$ cat config.mk
export PLATFORM = sky130hd
export DESIGN_NAME = kernel_convolver
export DESIGN_NICKNAME = d
export VERILOG_FILES = /design/src/rtl/kernel_convolver.sv
export SDC_FILE = /design/constraint.sdc
export NUM_CORES = 2
export LEC_CHECK = 0
export CORE_MARGIN = 4
export CORE_UTILIZATION = 32
export CTS_CLUSTER_SIZE = 10
export DETAILED_ROUTE_END_ITERATION = 8
export GPL_TIMING_DRIVEN = 0
export PLACE_DENSITY = 0.61
export SYNTH_ARGS = -nofsm -noshare
export SYNTH_HDL_FRONTEND = slang
export SYNTH_SLANG_ARGS = --single-unit
$ cat constraint.sdc
create_clock -name clk -period 23.7 [get_ports clk]
set_input_delay 4.74 -clock clk [delete_from_list [all_inputs] [get_ports clk]]
set_output_delay 4.74 -clock clk [all_outputs]
set_load 0.1 [all_outputs]
$ cat src/rtl/kernel_convolver.sv
// Gaussian-kernel consumer: latches a SIZE x SIZE weight kernel, sums it, then filters
// one pixel window at a time with a MAC accumulator and a sequential restoring divider.
module kernel_convolver #(
  parameter int SIZE = 4'd7
) (
  input  logic                                clk,
  input  logic                                rst,
  input  logic [SIZE-1:0][SIZE-1:0][7:0]      kernel,
  input  logic                                kernel_load,
  output logic                                kernel_ready,
  output logic [8+$clog2(SIZE*SIZE)-1:0]      ksum,
  output logic                                err,
  input  logic [7:0]                          pix_in,
  input  logic                                pix_valid,
  output logic                                pix_ready,
  output logic [7:0]                          out_pix,
  output logic                                out_valid,
  input  logic                                out_ready
);

  localparam int N     = SIZE * SIZE;
  localparam int CW    = $clog2(N);
  localparam int ACC_W = 16 + CW;
  localparam int SUM_W = 8 + CW;
  localparam int DCW   = $clog2(ACC_W);
  localparam logic [CW-1:0]  LAST_IDX = CW'(N - 1);
  localparam logic [DCW-1:0] LAST_DIV = DCW'(ACC_W - 1);

  typedef enum logic [2:0] {EMPTY, LOAD, RUN, DIV, DONE} state_t;

  state_t              state, state_n;
  logic [N-1:0][7:0]   kreg;
  logic [SUM_W-1:0]    wsum, wsum_n, rem, diff;
  logic [SUM_W:0]      trial;
  logic [ACC_W-1:0]    acc;
  logic [CW-1:0]       idx;
  logic [DCW-1:0]      divcnt;
  logic [15:0]         prod;
  logic                qbit, restart, beat, last;

  assign restart   = kernel_load && (state != LOAD);
  assign pix_ready = (state == RUN);
  assign out_valid = (state == DONE);
  assign beat      = pix_valid && pix_ready;
  assign last      = (idx == LAST_IDX);
  assign wsum_n    = wsum + {{CW{1'b0}}, kreg[idx]};
  assign prod      = {8'b0, kreg[idx]} * {8'b0, pix_in};

  // Restoring step: the remainder stays below ksum, so the SUM_W-bit difference is exact.
  assign trial = {rem, acc[ACC_W-1]};
  assign qbit  = (trial >= {1'b0, ksum});
  assign diff  = trial[SUM_W-1:0] - ksum;

  always_ff @(posedge clk or posedge rst) begin
    if (rst) state <= EMPTY;
    else     state <= state_n;
  end

  always_comb begin
    state_n = state;
    if (restart) state_n = LOAD;
    else begin
      case (state)
        EMPTY:   state_n = EMPTY;
        LOAD:    if (last) state_n = (wsum_n == '0) ? EMPTY : RUN;
        RUN:     if (beat && last) state_n = DIV;
        DIV:     if (divcnt == LAST_DIV) state_n = DONE;
        DONE:    if (out_ready) state_n = RUN;
        default: state_n = EMPTY;
      endcase
    end
  end

  always_ff @(posedge clk or posedge rst) begin
    if (rst) begin
      kreg         <= '0;
      wsum         <= '0;
      ksum         <= '0;
      err          <= 1'b0;
      kernel_ready <= 1'b0;
      acc          <= '0;
      idx          <= '0;
      rem          <= '0;
      divcnt       <= '0;
      out_pix      <= '0;
    end else if (restart) begin
      kreg         <= kernel;
      wsum         <= '0;
      err          <= 1'b0;
      kernel_ready <= 1'b0;
      acc          <= '0;
      idx          <= '0;
    end else begin
      case (state)
        LOAD: begin
          wsum <= wsum_n;
          if (last) begin
            idx <= '0;
            if (wsum_n == '0) err <= 1'b1;
            else begin
              ksum         <= wsum_n;
              kernel_ready <= 1'b1;
            end
          end else idx <= idx + 1'b1;
        end
        RUN: if (beat) begin
          acc <= acc + {{CW{1'b0}}, prod};
          if (last) begin
            idx    <= '0;
            rem    <= '0;
            divcnt <= '0;
          end else idx <= idx + 1'b1;
        end
        // The dividend shifts out of acc's top while quotient bits fill its bottom.
        DIV: begin
          rem    <= qbit ? diff : trial[SUM_W-1:0];
          acc    <= {acc[ACC_W-2:0], qbit};
          divcnt <= divcnt + 1'b1;
          if (divcnt == LAST_DIV) out_pix <= {acc[6:0], qbit};
        end
        DONE: if (out_ready) acc <= '0;
        default: ;
      endcase
    end
  end

endmodule

==> results by group <==
Run status
  • Status: completed

Timing
  • Worst Tran Pin Value: between 1 and 1.5 ns
  • Final critical-path share of the clock period: 0.424
  • Setup repair after global routing missed its margin: no
  • Period minus WS final: approximately 10 ns
  • Slew margin rel.: 0.154
  • Final Max Tran Viols: 0
  • Final setup fails: 0
  • Worst clock skew: between 0.05 and 0.06 ns
  • Final setup slack of the worst path: 13.66 ns
  • Hold Fails Final Rpt: 0
  • Maximum clock rate: 99.6 MHz

Critical path
  • FF-to-FF path depth: 23
  • Cell family contributing the most delay on the critical path: adder cells
  • Critical path data arrival time: roughly 11 ns
  • Crit path cell chain: clkdlybuf4s50_1, and2_1, fa_1, inv_1, fa_1, inv_1, fa_1, inv_1, fa_1, inv_1, ha_1, o21ai_0, o21bai_1, a211o_1, a2111oi_0, o31ai_1, a21oi_1, mux2_2, a21oi_1
  • Type of destination of the critical path: flip-flop
  • Setup slack of the worst register-to-register path: between 10 and 15 ns
  • Crit path required time: ~24 ns
  • Worst r2r src: idx[1]
  • Maximum cell stage delay along the critical path: 0.62 ns
  • Cell with the largest stage delay on the worst path: a2111oi_0
  • Reg2reg end: acc[19]
  • Worst Path Buf+Inv: 5
  • Worst setup SP type: input port
  • Top fanout value on the critical path: 8
  • Kind of critical path: input port to flip-flop

Floorplan
  • Effective utilization at floorplan: 0.323
  • Die outline height: a little under 300 um
  • Top-Level Pins: around 430
  • Cell Rows: between 100 and 150
  • Std-Cell Core Area: 0.0790 mm^2
  • Die Area: ~0.084 mm^2
  • Die Width: between 200 and 300 um

Clock network
  • Setup fix buffers added after clock tree synthesis: 0
  • Number of H-tree levels: 2
  • # clock sinks: 480
  • TritonCTS clock tree: done
  • Cell chosen for the clock root: clkbuf_16
  • Deepest clock path buffer count: 3
  • CTS clk-pin slew, worst paths: ~0.060 ns
  • Number of buffers added by the clock tree synthesis step: 58
  • Cts repair resizes: 0
  • Clk Latency, worst-skew pair: around 0.63 ns
  • CTS Hold Buffers Added: 0

Yosys
  • Seq cells post-synth: 480
  • Number of cells produced by synthesis: roughly 2700
  • Syn_area_per_cell: 9.34 um^2
  • Warnings, synthesis: 0
  • Synth unique cells: 69
  • Async S/R FF share, synth: 1.00
  • Synthesized netlist net count: around 3300
  • Sequential area share after synthesis: 0.470
  • Cell area after synthesis: 0.0255 mm^2
  • EDFF count, synth: 0
  • Ys flop type: dfrtp_1

Routing
  • Total DRC errors in the routed layout: 0
  • Detailed-route vias per instance: around 4.9
  • Length of the first detailed-routing pass in iterations: 6
  • Average wire per cell in the routed design: around 21 um
  • Post-detailed-routing wire length: 92300 um
  • Initial DRC Count: roughly 1700
  • DR vias: 21400
  • Antenna Nets Post-Route: 0

Pwr
  • Tot Pwr: roughly 5.4 mW
  • Sw power: approximately 2.4 mW
  • Leak: about 16 nW
  • Clock group share of total power: 0.153
  • Power per cell area: around 160 mW/mm^2
  • Sequential fraction of design power: 0.259
  • Share of total power consumed by net switching: 0.452
  • IR drop worst, VDD: 210 uV
  • Part of the total power dissipated in combinational logic: 0.587
  • Internal cell power: a little under 3 mW

Cells and area
  • Layout cells sized above 1: 0.0698
  • Register area: 0.0120 mm^2
  • Total area of multi-input combinational cells: 0.0125 mm^2
  • Final instance area: 0.0330 mm^2
  • Final cell count without fillers: 4330
  • Post-synthesis to final-layout area growth: 29.3%
  • Utilization after layout: 0.418
  • Fill cells: ~8000
  • Final #Nets: between 3000 and 4000

GRT
  • Antenna violations before repair: 38
  • Residual overflow from global routing: 0
  • Largest net degree at the start of global routing: ~130
  • Global-route wire length before repair: 138000 um
  • Global-route usage over all layers: 0.215
  • Vias in the first global route: approximately 22000

Run
  • Max cap viols: 0

Place
  • Setup WS pre-CTS: between 10 and 15 ns
  • DP Wirelength: ~70000 um
  • Total placed instance area: ~0.031 mm^2
  • Weighted congestion reported at the end of routability-driven placement: between 0.8 and 0.9
  • Total of buffers placed on input and output ports: ~430
  • Placed cell count: 4217

Worst hold path
  • Worst min-delay path startpoint: kreg[245]
  • Hold Crit Class: flip-flop to flip-flop
  • Cell depth of the worst hold path: 2
  • Destination of the worst hold path: kreg[245]
worst max-delay path by stage:
stage / to / slack, ns / startpoint / cells after the start
after detailed placement: acc[19] / 13.12 / pix_in[4] / 19
final: acc[19] / 13.66 / pix_in[4] / 19
after CTS: acc[19] / 13.73 / pix_in[4] / 19
after global routing: acc[19] / 13.37 / pix_in[7] / 18
after global placement: kreg[312] / -1.08 / rst / 2
after floorplan: acc[0] / 5.57 / rst / 1
power by group through the flow:
stage	clock network, mW	registers (mW)	logic [mW]
detailed placement	0	1.40	3.16
global route	0.882	1.44	3.56
global placement	0	1.40	3.12
finish	0.828	1.40	3.17
CTS	0.848	1.39	3.18
floorplan	0	1.38	2.28
kinds of logic after synthesis:
kind of cell,count (synthesis),synth area share
flops,480,0.470
xor+xnor,32,0.0110
mux,155,0.120
simple gates,1456,0.229
buf+inv,274,0.0411
fa+ha+maj,119,0.0736
compound gates,219,0.0551
worst min-delay path, stage by stage (launching register included):
cell and delay (ns):
dfrtp_1 0.33, nand2_1 0.05, nand2_1 0.05
Yosys cell counts, types with 12 or more instances:
cell type	count	area (um^2)
nand3_1	14	70.1
a21oi_1	43	215
nor3_1	14	70.1
a211oi_1	17	128
mux4_2	120	2700
ha_1	67	838
and2_1	43	269
a221oi_1	13	114
clkbuf_1	124	465
fa_1	52	1040
nor2_1	47	176
dfrtp_1	480	12000
nand2_1	1258	4720
mux2i_1	30	300
nor2b_1	13	81.3
xnor2_1	22	193
inv_1	130	488
o21ai_0	64	320
buf_2	12	60.1
per-layer routing:
metal,vias up,global-route usage,share of wire
li1,9955,-,-
met1,10500,0.288,0.42
met2,691,0.345,0.47
met3,147,0.0509,0.076
met4,24,0.0752,0.029
met5,-,0,0.0017
cells in the final DEF (no fill, tap or decap), types with 7 or more instances in the layout:
cell,netlist,routed
a211oi_1,17,17
a21o_1,8,8
a21oi_1,43,43
a221oi_1,13,13
and2_1,43,43
and3_1,9,9
buf_1,7,7
buf_2,12,12
clkbuf_1,124,135
clkbuf_16,0,58
clkdlybuf4s50_1,0,428
dfrtp_1,480,480
diode_2,0,28
fa_1,52,52
ha_1,67,67
inv_1,130,129
mux2i_1,30,30
mux4_2,120,120
nand2_1,1258,1258
nand2b_1,8,8
nand3_1,14,14
nand3b_1,11,11
nand4_1,9,9
nor2_1,47,47
nor2b_1,13,13
nor3_1,14,14
o21a_1,8,8
o21ai_0,64,64
o21ai_1,11,11
xnor2_1,22,22
xor2_1,10,10
final cells by class:
cell class | count | share of cell area
clock inverter | 10 | 0.00401
antenna | 28 | 0.00212
inverter | 130 | 0.0150
tap | 1050 | 0.0398
multi-input combinational | 1981 | 0.378
clock buffer | 75 | 0.0477
timing repair buffer | 432 | 0.133
sequential | 480 | 0.364
buffer | 144 | 0.0170
flip-flops by register name (all words and copies together) (netlist names):
| register | flops |
|---|---|
| kreg | 392 |
| acc | 22 |
| kernel_ready | 1 |
| rem | 14 |
| divcnt | 5 |
| wsum | 14 |
| state | 3 |
| idx | 6 |
| ksum | 14 |
| out_pix | 8 |
| err | 1 |
metrics by stage:
| step | setup TNS (ns) | hold slack (ns) |
|---|---|---|
| 2_1_floorplan | 0 | 0.440 |
| 3_3_place_gp | -470.91 | 0.452 |
| 3_5_place_dp | 0 | 0.457 |
| 4_1_cts | 0 | 0.471 |
| 5_1_grt | 0 | 0.484 |
| 6_report | 0 | 0.467 |
Note: power is estimated with default switching activity, not from simulation.
